===== src/rtl/bin2csd_seq.sv =====
// Sequential binary-to-CSD recoder: one digit per cycle, LSB first.
// Emits W+1 signed digits plus the non-zero digit count for shift-add sizing.
module bin2csd_seq #(
    parameter int W = 8
) (
    input  logic                      clk,
    input  logic                      rst,
    input  logic                      in_valid,
    output logic                      in_ready,
    input  logic [W-1:0]              x,
    input  logic                      sgn,
    output logic                      out_valid,
    input  logic                      out_ready,
    output logic [2*(W+1)-1:0]        y,
    output logic [$clog2(W+2)-1:0]    nnz
);

    localparam int NW = $clog2(W + 2);
    localparam int XW = W + 2;
    localparam int IW = $clog2(W + 2);
    localparam int YW = 2 * (W + 1);

    localparam logic [1:0] D_ZERO = 2'b00;
    localparam logic [1:0] D_POS  = 2'b01;
    localparam logic [1:0] D_NEG  = 2'b11;

    typedef enum logic [1:0] {
        IDLE,
        CONV,
        DONE
    } state_t;

    state_t          state, state_n;
    logic [XW-1:0]   xe, xe_n;
    logic            carry, carry_n;
    logic [IW-1:0]   idx, idx_n;
    logic [YW-1:0]   y_q, y_n;
    logic [NW-1:0]   nnz_q, nnz_n;

    logic            cur;
    logic            nxt;
    logic [1:0]      dig;
    logic            dig_carry;

    always_ff @(posedge clk) begin
        if (rst) begin
            state <= IDLE;
            xe    <= '0;
            carry <= 1'b0;
            idx   <= '0;
            y_q   <= '0;
            nnz_q <= '0;
        end else begin
            state <= state_n;
            xe    <= xe_n;
            carry <= carry_n;
            idx   <= idx_n;
            y_q   <= y_n;
            nnz_q <= nnz_n;
        end
    end

    // Two-bit extension leaves room for the lookahead bit of digit W.
    always_comb begin
        cur       = xe[idx];
        nxt       = xe[idx + IW'(1)];
        dig       = D_ZERO;
        dig_carry = 1'b0;
        unique case ({cur, carry})
            2'b00: begin
                dig       = D_ZERO;
                dig_carry = 1'b0;
            end
            2'b11: begin
                dig       = D_ZERO;
                dig_carry = 1'b1;
            end
            2'b01, 2'b10: begin
                if (nxt) begin
                    dig       = D_NEG;
                    dig_carry = 1'b1;
                end else begin
                    dig       = D_POS;
                    dig_carry = 1'b0;
                end
            end
        endcase
    end

    always_comb begin
        state_n = state;
        xe_n    = xe;
        carry_n = carry;
        idx_n   = idx;
        y_n     = y_q;
        nnz_n   = nnz_q;
        unique case (state)
            IDLE: begin
                if (in_valid) begin
                    xe_n    = {{2{sgn & x[W-1]}}, x};
                    carry_n = 1'b0;
                    idx_n   = '0;
                    y_n     = '0;
                    nnz_n   = '0;
                    state_n = CONV;
                end
            end
            CONV: begin
                for (int k = 0; k <= W; k++) begin
                    if (idx == IW'(k)) begin
                        y_n[2*k +: 2] = dig;
                    end
                end
                carry_n = dig_carry;
                if (dig != D_ZERO) begin
                    nnz_n = nnz_q + NW'(1);
                end
                // Carry out of the top digit is dropped by design.
                if (idx == IW'(W)) begin
                    state_n = DONE;
                end else begin
                    idx_n = idx + IW'(1);
                end
            end
            DONE: begin
                if (out_ready) begin
                    state_n = IDLE;
                end
            end
            default: begin
                state_n = IDLE;
            end
        endcase
    end

    assign in_ready  = (state == IDLE);
    assign out_valid = (state == DONE);
    assign y         = y_q;
    assign nnz       = nnz_q;

endmodule


===== config.mk =====
export PLATFORM = sky130hd
export DESIGN_NAME = bin2csd_seq
export DESIGN_NICKNAME = d
export VERILOG_FILES = /design/src/rtl/bin2csd_seq.sv
export SDC_FILE = /design/constraint.sdc
export NUM_CORES = 1
export LEC_CHECK = 0
export CORE_MARGIN = 5
export CORE_UTILIZATION = 55
export DETAILED_ROUTE_END_ITERATION = 6
export HOLD_SLACK_MARGIN = 0.03
export PLACE_DENSITY = 0.84
export SETUP_SLACK_MARGIN = 0.4
export SLEW_MARGIN = 10
export SYNTH_ARGS = -nofsm -noshare
export SYNTH_HDL_FRONTEND = slang
export SYNTH_SLANG_ARGS = --single-unit

===== constraint.sdc =====
create_clock -name clk -period 6 [get_ports clk]
set_clock_uncertainty 0.2 [all_clocks]
set_input_delay 0.9 -clock clk [delete_from_list [all_inputs] [get_ports clk]]
set_output_delay 0.9 -clock clk [all_outputs]
set_load 0.005 [all_outputs]

==> results of run 1 <==
==> sequential cells by signal (all words and copies together) (netlist names) <==
register / flops
carry: 1
idx: 4
nnz: 4
state: 2
xe: 9
y: 18
==> placed cells by master (no fill, tap or decap), types with 2 or more instances in the layout <==
| master | instances |
|---|---|
| nand2_1 | 33 |
| nand3_1 | 21 |
| clkdlybuf4s50_1 | 36 |
| nor2_1 | 14 |
| inv_1 | 4 |
| ha_1 | 7 |
| and3_1 | 4 |
| nor3_1 | 6 |
| nand2b_1 | 4 |
| nand4_1 | 2 |
| mux2i_1 | 8 |
| a21oi_1 | 25 |
| clkbuf_4 | 5 |
| a31oi_1 | 7 |
| dfxtp_1 | 38 |
| xor2_1 | 3 |
| nor2b_1 | 2 |
| clkinv_2 | 2 |
| o22ai_1 | 7 |
==> metal layers <==
layer  global-route usage  wire, µm
met5                    0         0
met2               0.3099      1875
met4              0.05955        44
met3              0.05348       203
met1               0.2316      1859
==> area by class of cell <==
class,count,area share
multi-input combinational,163,0.4412
sequential,38,0.3324
timing repair buffer,37,0.1607
tap,46,0.02515
clock inverter,3,0.01750
clock buffer,5,0.01640
inverter,4,0.006561
==> path summary, 6_finish.rpt <==
path	startpoint	to	slack, ps
setup reg to reg	idx[0]	y[11]	3110
setup / recovery	idx[0]	y[11]	3110
hold reg to reg	y[8]	y[8]	270
hold / removal	y[8]	y[8]	270
==> power by group through the flow <==
| stage | logic, W | clock network (W) | registers (W) |
|---|---|---|---|
| finish | 0.0000606 | 0.000172 | 0.000264 |
| global route | 0.0000673 | 0.000185 | 0.000265 |
| CTS | 0.0000605 | 0.000174 | 0.000264 |
| detailed placement | 0.0000602 | 0 | 0.000269 |
| global placement | 0.0000594 | 0 | 0.000269 |
| floorplan | 0.0000457 | 0 | 0.000267 |
==> kinds of logic after synthesis <==
family,count (synthesis),share of synthesized area
AND/OR/NAND/NOR,95,0.2525
buffers and inverters,21,0.05979
multiplexers,11,0.06844
AO/OA/AOI/OAI,46,0.1462
adder cells (fa/ha/maj),7,0.04651
flip-flops,38,0.4040
XOR/XNOR,4,0.02260
==> stage by stage <==
step | setup WS (ps) | total power (W) | utilization
2_1_floorplan | 3373 | 0.0003125 | -
3_3_place_gp | 3133 | 0.0003284 | 0.6625
3_5_place_dp | 3105 | 0.0003296 | 0.6625
4_1_cts | 3086 | 0.0004982 | 0.6858
5_1_grt | 2837 | 0.0005167 | 0.6858
6_report | 3113 | 0.0004963 | 0.6858
==> worst reg2reg max path: stages (launching register included) <==
cell     delay (ps)
dfxtp_1         570
mux4_2          540
mux2i_1         130
o22a_1          180
ha_1            300
nand2_1         110
nor4_2          470
a31oi_1         170
o22ai_1         150
==> flow_summary.json, run 1 <==
{
  "area_growth_pct": 21.53,
  "status": "completed",
  "cap_viol_max_count": 0,
  "fin_tns_setup_ps": 0,
  "layout-drive-gt1-share": 0.08400,
  "crit_chain": "mux4_2 -> mux2i_1 -> o22a_1 -> ha_1 -> nand2_1 -> nor4_2 -> a31oi_1 -> o22ai_1",
  "worst-path-buf-inv": 0,
  "die_w_um": 68.51,
  "cts-root-buf": "clkbuf_4",
  "clk_pin_slew_ps": 110,
  "cts_max_level": 2,
  "drt_iter0_markers": 113,
  "netlist_top_cells_area": "dfxtp_1 40%, a21oi_1 6.6%, nand2_1 6.6%, nand3_1 5.6%, ha_1 4.7%",
  "clock_path_buffers": 2,
  "pwr-share-clk": 0.347,
  "cts_buffers": 5,
  "diodes": 0,
  "drv_slew": 0,
  "cpLargestDelayFamily": "multiplexers",
  "internal_power_w": 0.0003708,
  "worstMarginPinSlew_ps": 869.8,
  "timing.final.crit_share": 0.4812,
  "final-setup-viol-count": 0,
  "period_needed_ps": 2887,
  "ir_drop_v": 0.0001559,
  "power.leakage_nw": 0.8184,
  "slew_headroom": 0.4187,
  "grt_pass1_wl_um": 6679,
  "hold_depth": 2,
  "p_sw_w": 0.0001255,
  "io_buffer_count": 36,
  "drtAntennaViolNets": 0,
  "seq_power_share": 0.531,
  "synthFlopType": "dfxtp_1",
  "finalHoldViolCount": 0,
  "yosys.area.top_type_share": 0.4040,
  "synth_area_um2": 1883,
  "cts_post_setup_buffers_inserted": 0,
  "power_density_nw_per_um2": 216.9,
  "cts_sinks": 38,
  "swShare": 0.2528,
  "grt_pass1_vias": 1523,
  "critPathArrivalTime_ps": 2970,
  "final_cell_area_um2": 2288,
  "p_comb_frac": 0.122,
  "yosysMostFrequentCell": "dfxtp_1",
  "synthArstFlopShare": 0,
  "first_pass_iters": 4,
  "yosys.area.top_type": "dfxtp_1",
  "slowest_stage": "dfxtp_1",
  "grt_max_degree": 40,
  "yosysSeqAreaShare": 0.4040,
  "start_util": 0.5643,
  "row_count": 21,
  "worstHoldPathType": "reg -> reg",
  "syn_inst": 222,
  "grt_antenna_before_repair": 0,
  "gp_congestion": 0.8645,
  "fmax_mhz": 346.4,
  "clk_latency_ps": 350,
  "whs_ps": 272.5,
  "crit_required_ps": 6080,
  "synth_nets": 242,
  "boundaryPins": 37,
  "place_hpwl_um": 2876,
  "core_um2": 3337,
  "dp_cells": 288,
  "layout.nets": 269,
  "synth_edf_count": 0,
  "regArea_um2": 760.7,
  "vias": 1630,
  "avgSynthCellArea_um2": 8.482,
  "die_area_um2": 4694,
  "die_h_um": 68.51,
  "multi_input_area_um2": 1010,
  "routed_wl_um": 3983,
  "r2r_cells": 8,
  "cts_tree": "yes",
  "endpoint_kind": "flop",
  "ctsResizeCount": 0,
  "ys_warn_count": 0,
  "grt_overflow": 0,
  "drt-wirelength-per-cell_um": 13.46,
  "ys_types": 40,
  "fill_cells": 297,
  "synth-seq-cells": 38,
  "critPathLaunchType": "flop",
  "rsz0062_at_grt": "false",
  "drc_errors": 0,
  "critPathMaxStageDelay_ps": 570,
  "placed_area_um2": 2211,
  "crit_cells": 8,
  "crit_fanout": 10,
  "fin_cells": 296,
  "path_class": "reg -> reg",
  "grt_use_total": 0.1866,
  "ctsHoldBuffers": 0,
  "vias_per_cell": 5.507,
  "synth_common_cells": "38 x dfxtp_1, 33 x nand2_1, 25 x a21oi_1"
}
(Power assumes the default switching activity.)
==> inputs of run 2 (changes only) <==
CORE_UTILIZATION = 51   (was 55)
PLACE_DENSITY = 0.79   (was 0.84)
clock period = 2.75 ns   (was 6 ns; I/O delays follow)
==> flow_summary.json, run 2 (synthesis results as in run 1) <==
{
  "vias": 1741,
  "fin_tns_setup_ps": 0,
  "placed_area_um2": 2283,
  "pwr-share-clk": 0.352,
  "drtAntennaViolNets": 0,
  "period_needed_ps": 2397,
  "grt.met1_usage": 0.2310,
  "slew_headroom": 0.6374,
  "clk_pin_slew_ps": 80,
  "fill_cells": 289,
  "power_density_nw_per_um2": 459.4,
  "die_w_um": 70.77,
  "cts_tree": "yes",
  "multi_input_area_um2": 1102,
  "rsz0062_at_grt": "true",
  "grt_pass1_wl_um": 7465,
  "seq_power_share": 0.498,
  "internal_power_w": 0.0008447,
  "worstMarginPinSlew_ps": 540.9,
  "fmax_mhz": 417.1,
  "finish.utilization": 0.6950,
  "grt_antenna_before_repair": 0,
  "die_h_um": 70.77,
  "start_util": 0.5222,
  "cap_viol_max_count": 0,
  "dp_cells": 296,
  "vias_per_cell": 5.598,
  "finalHoldViolCount": 0,
  "critPathLaunchType": "flop",
  "place_hpwl_um": 3160,
  "crit_fanout": 5,
  "core_um2": 3606,
  "clock_path_buffers": 2,
  "cts-root-buf": "clkbuf_8",
  "io_buffer_count": 36,
  "busiest_layer": "met2",
  "layout.nets": 282,
  "ctsHoldBuffers": 0,
  "timing.final.crit_share": 0.8717,
  "grt_use_total": 0.1823,
  "final-setup-viol-count": 0,
  "cts_max_level": 2,
  "cts_sinks": 38,
  "cts_buffers": 5,
  "routed_wl_um": 4602,
  "drv_slew": 0,
  "diodes": 0,
  "grt_max_degree": 28,
  "swShare": 0.2663,
  "first_pass_iters": 4,
  "drc_errors": 0,
  "boundaryPins": 37,
  "p_sw_w": 0.0003067,
  "path_class": "reg -> reg",
  "p_comb_frac": 0.150,
  "final_common_cell": "dfxtp_1",
  "row_count": 22,
  "largest_reg_flops": 18,
  "fin_cells": 311,
  "grt_pass1_vias": 1604,
  "final_cell_area_um2": 2506,
  "worstHoldPathType": "reg -> reg",
  "final_cell_mix": "37 x dfxtp_1, 36 x clkdlybuf4s50_1, 32 x nand2_1",
  "power.leakage_nw": 0.9310,
  "drt_iter0_markers": 157,
  "gp_congestion": 0.8884,
  "area_growth_pct": 33.09,
  "endpoint_kind": "flop",
  "regArea_um2": 764.5,
  "die_area_um2": 5008,
  "ir_drop_v": 0.0004905,
  "crit_required_ps": 2730,
  "layout-drive-gt1-share": 0.1711,
  "clk_latency_ps": 300,
  "grtUsageMet3": 0.04545,
  "drt-wirelength-per-cell_um": 14.80,
  "critPathArrivalTime_ps": 2380,
  "grt_overflow": 0,
  "use_met2": 0.3048,
  "status": "completed"
}
## run 2: cell type report
type,instances,share of cell area
Clock buffer,6,0.03295
Sequential cell,38,0.3050
Tap cell,48,0.02396
Inverter,4,0.005991
Timing Repair Buffer,50,0.1872
Multi-Input combinational cell,163,0.4398
Clock inverter,2,0.004993
## run 2: power by group through the flow
stage / Sequential [W] / Clock (W) / Combinational [W]
floorplan: 0.000583 / 0 / 0.000104
global placement: 0.000587 / 0 / 0.000142
detailed placement: 0.000588 / 0 / 0.000144
CTS: 0.000573 / 0.000411 / 0.000167
global route: 0.000575 / 0.000435 / 0.000185
finish: 0.000573 / 0.000406 / 0.000172
## run 2: what timing repair did
item                       CTS  global route
setup buffers                7             0
setup endpoints to repair   17            15
resized for setup           10             6
pin swaps                    5            10
## run 2: critical path: stages (launching register included)
cell	delay (ps)
dfxtp_4	370
mux4_2	480
mux2i_1	130
o22a_1	200
ha_4	240
o31a_1	110
and3_4	180
a2111oi_4	290
nor3_1	80
## run 2: metal layers
metal / share of wire / vias up
met5: 0 / -
met4: 0.014 / 0
met3: 0.065 / 6
met2: 0.48 / 61
met1: 0.44 / 816
li1: - / 858
## run 2: metrics by stage
step / worst slack, ps / hold slack (ps) / total power (W)
global placement: 171.4 / 256.0 / 0.0007294
CTS: 386.8 / 268.0 / 0.001151
floorplan: 274.0 / 240.6 / 0.0006870
finish: 352.8 / 267.5 / 0.001151
global route: 258.1 / 282.8 / 0.001196
detailed placement: 50.27 / 258.1 / 0.0007321
## run 2: path summary, 6_finish.rpt
| path | cells after the start | end | slack [ps] | startpoint |
|---|---|---|---|---|
| hold reg to reg | 2 | y[12] | 270 | y[12] |
| setup reg to reg | 8 | carry | 350 | idx[0] |
| hold / removal | 2 | y[12] | 270 | y[12] |
| setup / recovery | 8 | carry | 350 | idx[0] |
